==> config.mk <==
export PLATFORM = sky130hd
export DESIGN_NAME = spm_seq_ctrl
export DESIGN_NICKNAME = d
export VERILOG_FILES = /design/src/rtl/spm_seq_ctrl.sv
export SDC_FILE = /design/constraint.sdc
export NUM_CORES = 1
export LEC_CHECK = 0
export CAP_MARGIN = 15
export CORE_MARGIN = 4
export CORE_UTILIZATION = 40
export DETAILED_ROUTE_END_ITERATION = 10
export GPL_TIMING_DRIVEN = 0
export PLACE_DENSITY_LB_ADDON = 0.15
export SETUP_SLACK_MARGIN = 0.5
export SLEW_MARGIN = 15
export SYNTH_ARGS = -nofsm -noshare
export SYNTH_HDL_FRONTEND = slang
export SYNTH_SLANG_ARGS = --single-unit
==> constraint.sdc <==
create_clock -name clk -period 2.3 [get_ports clk]
set_input_delay 0.46 -clock clk [delete_from_list [all_inputs] [get_ports clk]]
set_output_delay 0.46 -clock clk [all_outputs]
set_load 0.005 [all_outputs]
==> src/rtl/spm_seq_ctrl.sv <==
// spm_seq_ctrl: sequencer for one serial-parallel multiply on a single spm.
// Takes operands over a valid/ready handshake. It clears the spm, then shifts
// the multiplier into spm_y LSB-first. It gathers the serial spm_p stream into
// a 2*size-bit product and returns that product over a valid/ready handshake.
// Build option: define SPM_SEQ_CTRL_SIGNED_EN for two's complement operands
// (the multiplier is sign-extended while it shifts out). Leave it undefined
// for an unsigned product.
module spm_seq_ctrl #(
    parameter int size  = 32,
    parameter int P_LAT = 1
) (
    input  logic                clk,
    input  logic                rst,
    input  logic                in_valid,
    output logic                in_ready,
    input  logic [size-1:0]     a,
    input  logic [size-1:0]     b,
    output logic                out_valid,
    input  logic                out_ready,
    output logic [2*size-1:0]   prod,
    output logic                busy,
    output logic                spm_rst,
    output logic [size-1:0]     spm_x,
    output logic                spm_y,
    input  logic                spm_p
);

    localparam int RUN_LEN = 2 * size + P_LAT;
    localparam int CW      = $clog2(RUN_LEN + 1);

    // First and last RUN cycles that capture a product bit, plus the extra
    // cycle in which the completed accumulator is copied into prod.
    localparam logic [CW-1:0] CAP_FIRST = CW'(P_LAT);
    localparam logic [CW-1:0] CAP_LAST  = CW'(RUN_LEN - 1);
    localparam logic [CW-1:0] RUN_END   = CW'(RUN_LEN);

    typedef enum logic [1:0] {
        IDLE,
        CLR,
        RUN,
        DONE
    } state_t;

    state_t            state;
    logic [CW-1:0]     cnt;
    logic [size-1:0]   sreg;
    logic [2*size-1:0] acc;
    logic              fill_bit;

`ifdef SPM_SEQ_CTRL_SIGNED_EN
    // An arithmetic shift keeps replicating b[size-1], which is the sign
    // latched at accept, so y is sign-extended for the upper size cycles.
    assign fill_bit = sreg[size-1];
`else
    assign fill_bit = 1'b0;
`endif

    // Handshake/sequencing FSM with registered outputs and datapath.
    always_ff @(posedge clk or negedge rst) begin
        if (!rst) begin
            // NOTE: sequential state uses non-blocking assignments only, so every
            // register here samples pre-edge values regardless of statement order.
            state     <= IDLE;
            in_ready  <= 1'b1;
            out_valid <= 1'b0;
            prod      <= '0;
            busy      <= 1'b0;
            spm_rst   <= 1'b0;
            spm_x     <= '0;
            spm_y     <= 1'b0;
            cnt       <= '0;
            sreg      <= '0;
            acc       <= '0;
        end else begin
            case (state)
                IDLE: begin
                    spm_rst  <= 1'b1;
                    in_ready <= 1'b1;
                    if (in_valid && in_ready) begin
                        spm_x    <= a;
                        sreg     <= b;
                        spm_y    <= 1'b0;
                        spm_rst  <= 1'b0;
                        in_ready <= 1'b0;
                        busy     <= 1'b1;
                        state    <= CLR;
                    end
                end

                CLR: begin
                    // spm has been held in clear for this cycle; present b[0] next.
                    spm_rst <= 1'b1;
                    cnt     <= '0;
                    spm_y   <= sreg[0];
                    sreg    <= {fill_bit, sreg[size-1:1]};
                    state   <= RUN;
                end

                RUN: begin
                    spm_y <= sreg[0];
                    sreg  <= {fill_bit, sreg[size-1:1]};
                    if (cnt >= CAP_FIRST && cnt <= CAP_LAST) begin
                        acc <= {spm_p, acc[2*size-1:1]};
                    end
                    if (cnt == RUN_END) begin
                        // acc is complete: publish it and stop driving y.
                        prod      <= acc;
                        out_valid <= 1'b1;
                        spm_y     <= 1'b0;
                        state     <= DONE;
                    end else begin
                        cnt <= cnt + 1'b1;
                    end
                end

                DONE: begin
                    if (out_ready) begin
                        out_valid <= 1'b0;
                        busy      <= 1'b0;
                        in_ready  <= 1'b1;
                        state     <= IDLE;
                    end
                end

                default: state <= IDLE;
            endcase
        end
    end

endmodule

Word-level counts from Yosys, hierarchy flattened --
Index checks and enable logic that the tools add are counted.
Word-level totals: register bits 206, output and inout port bits 101, word-level logic and storage cells 62
Operators by class: add/subtract/negate cells 1, magnitude comparators 2, equality and inequality tests 8, muxes and demuxes 20, reduce and logical (&&, ||, !) cells 20
Operators with widths (number):
- case mux 32 bit (2 select lines) | 1
- two-way mux 32 bit | 1
- case mux 7 bit (2 select lines) | 1
- AND reduction 2 bit | 7
- nonzero test 2 bit | 5
- AND reduction 3 bit | 3
- != test 2 bit (second input constant) | 4
- case mux 1 bit (2 select lines) | 4
- case mux 2 bit (4 select lines) | 1
- adder 7 x 1 -> 7 bit (second input constant) | 1
- == test 7 bit (second input constant) | 1
- greater-or-equal comparator 7 x 1 -> 1 bit (second input constant) | 1
- <= comparator 7 bit (second input constant) | 1
- two-way mux 1 bit | 7
- two-way mux 7 bit | 1
- two-way mux 2 bit | 3
- == test 2 bit (second input constant) | 2
- case mux 1 bit (3 select lines) | 1
- nonzero test 3 bit | 1
- == test 2 x 1 -> 1 bit (second input constant) | 1
- logical AND 1 bit | 2
- zero test 2 bit | 1
- OR reduction 2 bit | 1

Longest topological paths before layout --
Gate-level depths: netlist of run 1.
depth in word-level cells 4, gate-level depth with buffers 8, gate-level depth less buffers 6

Worst setup path after synthesis of run 1 --
OpenSTA, ideal clock, no wires.
path type flip-flop to flip-flop, from register cnt[2], to register acc[10], arrival time 1.863 ns, data required time 2.175 ns, slack 0.312 ns, stages on the path, launching flop included 6, cells stage by stage dfrtp_1 > nor4_4 > a211oi_1 > a41oi_4 > buf_6 > mux2_2
On the way: cells in the longest elaborated chain, start to end 3, elaborated cells on any way between the ends 4, classes of those cells order compare (2); reduce/logical (2)
Ends and longest elaborated chain:
- start: declaration | line 45 | logic [CW-1:0] cnt;
- start signal: assignment | line 112 | cnt <= cnt + 1'b1;
- greater-or-equal comparator 7 x 1 -> 1 bit / <= comparator 7 bit (equally long branches) | line 102 | if (cnt >= CAP_FIRST && cnt <= CAP_LAST) begin
- logical AND 1 bit * | line 102
- AND reduction 2 bit (no line) *
- end signal: assignment | line 103 | acc <= {spm_p, acc[2*size-1:1]};
- end: declaration | line 47 | logic [2*size-1:0] acc;
Mark *: on every way between the ends. The rest lies on a longest branch, timed or not. A chain may end at the register's enable or synchronous reset.

Worst setup path after layout of run 1 --
from register cnt[2], to register prod[46]
On the way: cells in the longest elaborated chain, start to end 2
Ends and longest elaborated chain:
- == test 7 bit | line 105 | if (cnt == RUN_END) begin
- AND reduction 2 bit (no line)
- end signal: assignment | line 66 | prod <= '0;
- end signal: assignment | line 107 | prod <= acc;
- end: declaration | line 20 | output logic [2*size-1:0] prod,
No other way between the ends.

==> summary.md, run 1 <==
| Metric | Value |
|---|---|
| Status | `finished with violations` |
| Violated checks | `hold timing` |
| Comb pwr share | `0.032` |
| Rel. slew slack | `0.484` |
| Pins Over Slew Limit | `0` |
| Final worst path period share | `0.852` |
| Worst Hold Class | `input pin to asynchronous set/reset pin` |
| Total wire length | `18.7 mm` |
| Post-synth EDFFs | `0` |
| First-pass GRT wire length | `28.5 mm` |
| Worst EP required | `2.68 ns` |
| Most used cell, CP | `buf_12` |
| Avg Cell Area, Syn | `14.5 um^2` |
| Crit Path Max Fanout | `6` |
| Unrepaired setup endpoints after global routing | `yes` |
| Yosys synthesis warning count | `0` |
| Clk network pwr share | `0.469` |
| Ports | `170` |
| WP data arrival | `2.34 ns` |
| Routed vias/inst | `4.91` |
| Starting density of the core | `0.406` |
| Worst VDD drop | `0.000619 V` |
| Synth Register Bits | `206` |
| WS Path Type | `flip-flop to flip-flop` |
| Initial antenna violation count | `0` |
| Setup_tns | `0 ns` |
| DR WL/cell | `17.2 um` |
| Worst Setup End Kind | `flip-flop` |
| DR pass1 iterations | `6` |
| Max cap viols | `0` |
| Syn_nets | `641` |
| DR iter-0 viols | `141` |
| Net switching power | `1.47 mW` |
| Commonest non-fill, non-tap cells in the layout | `dfrtp_1 (202), mux2_2 (98), dlymetal6s2s_1 (96)` |
| Power density cells | `604 nW/um^2` |
| Post-Syn Area | `8210 um^2` |
| Most common cell after layout, fill and taps aside | `dfrtp_1` |
| Overall die height | `151 um` |
| Vias in the first global route | `5,648` |
| CP Launch Type | `flip-flop` |
| ANT cells | `0` |
| Min Tclk post-route | `1.96 ns` |
| Layout cells sized above 1 | `0.355` |
| Final hold violations | `10` |
| Post-DRT Antenna Nets | `0` |
| Row cnt | `52` |
| RD Place Congestion | `0.738` |
| Layout Cells excl Fill | `1,087` |
| Total global-route track usage | `0.152` |
| Seq/Total Area, Yosys | `0.628` |
| Worst-path clk slew | `0.06 ns` |
| Slowest CP cell | `dfrtp_2` |
| Leak | `7.58 nW` |
| Synth top area share | `0.625` |
| Cell variety after synth | `34` |
| Die W | `151 um` |
| Actual slew at the worst max-slew pin | `0.775 ns` |
| Clock sink count | `206` |
| P_int | `5.96 mW` |
| Slowest stage delay, CP | `0.43 ns` |
| Max Fclk | `511 MHz` |
| WP buf/inv | `3` |
| Cell-by-cell trace of the critical path | `nor4_4 > and4_4 > buf_12 > buf_12 > clkbuf_16 > mux2_4` |
| Skew-Pair Late Insertion Delay | `0.50 ns` |
| DP Wirelength | `11.8 mm` |
| Pin count of the biggest net entering global routing | `108` |
| Synth area leaders | `dfrtp_1 (62%), mux2_2 (22%), mux2i_1 (3.9%)` |
| Die area | `22,900 um^2` |
| Worst setup skew after layout | `0.0145 ns` |
| Ys flop type | `dfrtp_1` |
| Switching Fraction | `0.198` |
| Post-route DRC | `0` |
| Htree depth | `1` |
| Setup violations, final | `0` |
| Post-layout net count | `884` |
| Area Growth Syn to Fin | `49.8%` |
| Ys async rst share | `1.00` |
| Biggest area consumer among synthesized cells | `dfrtp_1` |
| Grt ovf | `0` |
| Mapped Cells | `565` |
| # port buffers | `169` |
| Clk root buf | `clkbuf_16` |
| TritonCTS clock tree | `done` |
| Cells after DPL | `1,005` |
| Hold_ws | `-0.0124 ns` |
| TritonCTS Buffers | `23` |
| Clk buf depth | `3` |
| Via count | `5,337` |
| Reg power frac | `0.499` |
| Core Footprint | `20,200 um^2` |
| Crit-path leading delay family | `simple AND/OR/NAND/NOR gates` |
[power by group through the flow]
stage,registers [mW],clock network (mW),logic (mW)
finish,3.70,3.48,0.239
global route,3.71,3.78,0.267
global placement,3.77,0,0.230
detailed placement,3.77,0,0.243
floorplan,3.76,0,0.0422
CTS,3.70,3.61,0.246
[routing by layer]
metal	vias to the layer above	track usage	wire length [um]
met5	-	0	0
met4	0	0.0381	408
met3	31	0.0356	1020
met2	136	0.254	9130
met1	2678	0.199	8130
li1	2492	-	-
[flip-flops by register name, indices dropped and copies added (netlist names)]
name,cells
acc,64
prod,64
spm_x,32
sreg,32
cnt,7
state,2
busy,1
in_ready,1
out_valid,1
spm_rst,1
spm_y,1
[per-stage QoR]
step | util | worst slack (ns) | area, um^2 | total power, mW | hold slack [ns]
after global routing | 0.608 | 0.272 | 12300 | 7.76 | 0.0202
after detailed placement | 0.517 | -0.0387 | 10500 | 4.01 | 0.496
final | 0.608 | 0.341 | 12300 | 7.42 | -0.0124
after CTS | 0.574 | 0.343 | 11600 | 7.56 | 0.00453
after global placement | 0.515 | -7.50 | 10400 | 4.00 | 0.486
after floorplan | - | 0.327 | 8400 | 3.80 | 0.164
[Yosys cell counts, types with 2 or more instances]
| cell type | count |
|---|---|
| a21oi_1 | 34 |
| buf_2 | 7 |
| buf_6 | 6 |
| clkbuf_1 | 15 |
| dfrtp_1 | 205 |
| ha_1 | 7 |
| inv_1 | 8 |
| mux2_2 | 160 |
| mux2i_1 | 32 |
| nand2_1 | 15 |
| nand3_1 | 8 |
| nor2_1 | 32 |
| nor3_1 | 2 |
| o21ai_0 | 8 |
| o22ai_1 | 2 |
| o2bb2ai_1 | 2 |
| o311ai_0 | 4 |
| or2_2 | 2 |
[final timing paths]
path / start / to / slack, ns / depth (start not counted)
worst max-delay path: cnt[2] / prod[46] / 0.34 / 6
worst min-delay path: rst / spm_x[9] / -0.01 / 1
worst max register to register: cnt[2] / prod[46] / 0.34 / 6
worst min register to register: spm_x[10] / spm_x[10] / 0.50 / 1
max in group asynchronous: rst / prod[21] / 1.34 / 2
min in group clk: spm_x[10] / spm_x[10] / 0.50 / 1
[cell type report]
type / instances / area (um^2)
buffer: 29 / 385
clock buffer: 27 / 591
clock inverter: 7 / 114
fill: 1549 / 7940
inverter: 8 / 30.0
multi-input combinational: 323 / 3170
sequential: 206 / 5160
tap: 270 / 338
timing repair buffer: 217 / 2520
[what timing repair did]
item                       CTS  global route
setup endpoints to repair  303           291
hold buffers                 0             0
gates resized for setup     67           146
buffers inserted            19            21
pin swaps                    4             2
gates cloned                 3             5
[logic make-up (layout without fill, tap and decap cells)]
group | Yosys count | count (layout) | synth area share
AOI/OAI and AO/OA | 58 | 59 | 0.0437
adders and majority gates | 7 | 7 | 0.0107
buffers and inverters | 37 | 288 | 0.0235
DFF | 206 | 206 | 0.628
muxes | 192 | 192 | 0.258
and+or+nand+nor | 65 | 65 | 0.0358
(Power assumes the default switching activity.)
==> run 2, diff against run 1 <==
- ABC_AREA: not set -> 1
- DONT_BUFFER_PORTS: not set -> 1
- SLEW_MARGIN: 15 -> 20
==> run 2 against run 1 <==
Effect of this change: the flow still finishes with violations (hold timing); clock power barely moved; routed wire length rose by 0.24%; critical path depth rose by 2; die area grew 6.2%; sequential share of layout area grew 9.5 points; sequential cell count stayed put; non-clock buffer count fell by 181; cell count is 20% higher; core utilization is 14 points lower; clock skew grew 0.0023 ns; synthesized cell count grew 74%; critical path type unchanged.
==> summary.md, run 2 <==
| Metric | Value |
|---|---|
| Die area | `24,300 um^2` |
| WS Path Type | `flip-flop to flip-flop` |
| Total wire length | `18.7 mm` |
| Biggest area consumer among synthesized cells | `dfrtp_1` |
| Row cnt | `53` |
| Avg Cell Area, Syn | `8.92 um^2` |
| Regs by FF count | `acc x64, prod x64` |
| Yosys synthesis warning count | `0` |
| Post-route DRC | `0` |
| RD Place Congestion | `0.745` |
| Starting density of the core | `0.411` |
| DR iter-0 viols | `366` |
| DR pass1 iterations | `4` |
| Setup_tns | `0 ns` |
| Skew-Pair Late Insertion Delay | `0.51 ns` |
| Post-Syn Area | `8750 um^2` |
| Unrepaired setup endpoints after global routing | `no` |
| WP buf/inv | `5` |
| Post-synth EDFFs | `0` |
| ANT cells | `0` |
| Commonest non-fill, non-tap cells in the layout | `nand2_1 (489), dfrtp_1 (204), nor2_1 (68)` |
| Initial antenna violation count | `0` |
| Actual slew at the worst max-slew pin | `0.384 ns` |
| Synth top area share | `0.587` |
| WP data arrival | `2.12 ns` |
| Worst-path clk slew | `0.06 ns` |
| Die W | `156 um` |
| Setup violations, final | `0` |
| Power density cells | `1220 nW/um^2` |
| Syn_nets | `1,057` |
| Synth area leaders | `dfrtp_1 (59%), nand2_1 (21%), nand3_2 (3.5%)` |
| First-pass GRT wire length | `31.7 mm` |
| Worst Hold Class | `input pin to asynchronous set/reset pin` |
| Post-layout net count | `1,092` |
| DP Wirelength | `12.2 mm` |
| Commonest cells in the netlist | `nand2_1 (490), dfrtp_1 (205), nor2_1 (69)` |
| Most used cell, CP | `buf_6` |
| Final WS setup | `0.592 ns` |
| Final worst path period share | `0.742` |
| Vias in the first global route | `6,391` |
| Core Footprint | `21,300 um^2` |
| Seq/Total Area, Yosys | `0.590` |
| Post-DRT Antenna Nets | `0` |
| Pin count of the biggest net entering global routing | `207` |
| Ys async rst share | `1.00` |
| # port buffers | `0` |
| Worst EP required | `2.71 ns` |
| Most common cell after layout, fill and taps aside | `nand2_1` |
| Slowest stage delay, CP | `0.40 ns` |
| Total power | `12.2 mW` |
| Worst Setup End Kind | `flip-flop` |
| Max cap viols | `0` |
| Via count | `6,302` |
| Area Growth Syn to Fin | `14.7%` |
| Overall die height | `156 um` |
| Total global-route track usage | `0.154` |
| Cell variety after synth | `26` |
| DR WL/cell | `14.3 um` |
| Count leader, synth | `nand2_1` |
| Violated checks | `hold timing` |
| Final hold violations | `206` |
| Synth Register Bits | `206` |
| Min Tclk post-route | `1.71 ns` |
| CP Launch Type | `flip-flop` |
| Worst VDD drop | `0.000664 V` |
| Clk root buf | `clkbuf_16` |
| Crit Path Max Fanout | `10` |
| Cell-by-cell trace of the critical path | `inv_1 > ha_2 > buf_6 > o21ai_4 > buf_12 > buf_6 > buf_4 > o31ai_1` |
| Clock sink count | `206` |
| Hold_ws | `-0.354 ns` |
| Htree depth | `1` |
| Rel. slew slack | `0.744` |
| Slowest CP cell | `dfrtp_1` |
| Clk buf depth | `3` |
| Ports | `170` |
| Crit-path leading delay family | `buffers and inverters` |
| TritonCTS clock tree | `done` |
| Pins Over Slew Limit | `0` |
| Max Fclk | `586 MHz` |
| Layout cells sized above 1 | `0.143` |
| Place WS | `0.297 ns` |
| Worst setup skew after layout | `0.0168 ns` |
| Routed vias/inst | `4.83` |
| Mapped Cells | `981` |
| Status | `finished with violations` |
| Ys flop type | `dfrtp_1` |
| Grt ovf | `0` |
| TritonCTS Buffers | `23` |
| Leak | `5.32 nW` |
run 2: cell type report:
| class | instances | area [um^2] |
|---|---|---|
| fillers | 2075 | 11300 |
| flip-flops and latches | 206 | 5160 |
| multi-input cells | 702 | 3160 |
| clock buffers | 33 | 643 |
| plain buffers | 55 | 489 |
| well taps | 275 | 344 |
| repair buffers | 10 | 88.8 |
| clock inverters | 7 | 77.6 |
| inverters | 18 | 67.6 |
run 2: path summary, 6_finish.rpt:
| kind | start | end | slack (ns) | cells past startpoint |
|---|---|---|---|---|
| worst max-delay path | state[0] | sreg[2] | 0.59 | 8 |
| worst min-delay path | rst | prod[25] | -0.35 | 0 |
| worst max register to register | state[0] | sreg[2] | 0.59 | 8 |
| worst min register to register | sreg[31] | sreg[31] | 0.47 | 2 |
| max in group asynchronous | rst | in_ready | 2.29 | 0 |
| min in group clk | a[5] | spm_x[5] | 0.06 | 2 |
run 2: metal layers:
| layer | track usage | part of all wire | vias up |
|---|---|---|---|
| li1 | - | - | 3153 |
| met5 | 0 | 0 | - |
| met4 | 0.0258 | 0.0093 | 0 |
| met2 | 0.233 | 0.43 | 169 |
| met3 | 0.0635 | 0.099 | 14 |
| met1 | 0.212 | 0.46 | 2966 |
run 2: cell families after synthesis:
group	after synthesis	share of synthesized area
AND/OR/NAND/NOR	649	0.313
flip-flops	206	0.590
buffers and inverters	73	0.0515
AO/OA/AOI/OAI	45	0.0353
adder cells (fa/ha/maj)	7	0.0100
XOR/XNOR	1	0.00100
run 2: repair_timing:
action                     in CTS  in global routing
setup endpoints to repair      65                181
gates cloned                    0                  1
hold endpoints to repair      206                206
pin swaps                       0                  4
buffers inserted                1                  8
gates resized for setup        16                 52
run 2: report_power, final:
| group | total [mW] | leakage (nW) | internal, mW | switching [mW] |
|---|---|---|---|---|
| Sequential | 4.86 | 2.76 | 4.35 | 0.501 |
| Clock | 3.51 | 0.353 | 2.06 | 1.45 |
| Combinational | 3.82 | 2.21 | 1.60 | 2.22 |
run 2: per-stage QoR:
step	area, um^2	util	cells
final	10000	0.471	1306
after global routing	10000	0.471	1306
after CTS	9860	0.463	1297
after detailed placement	9090	0.427	1256
after global placement	9090	0.427	1256
after floorplan	8750	-	981
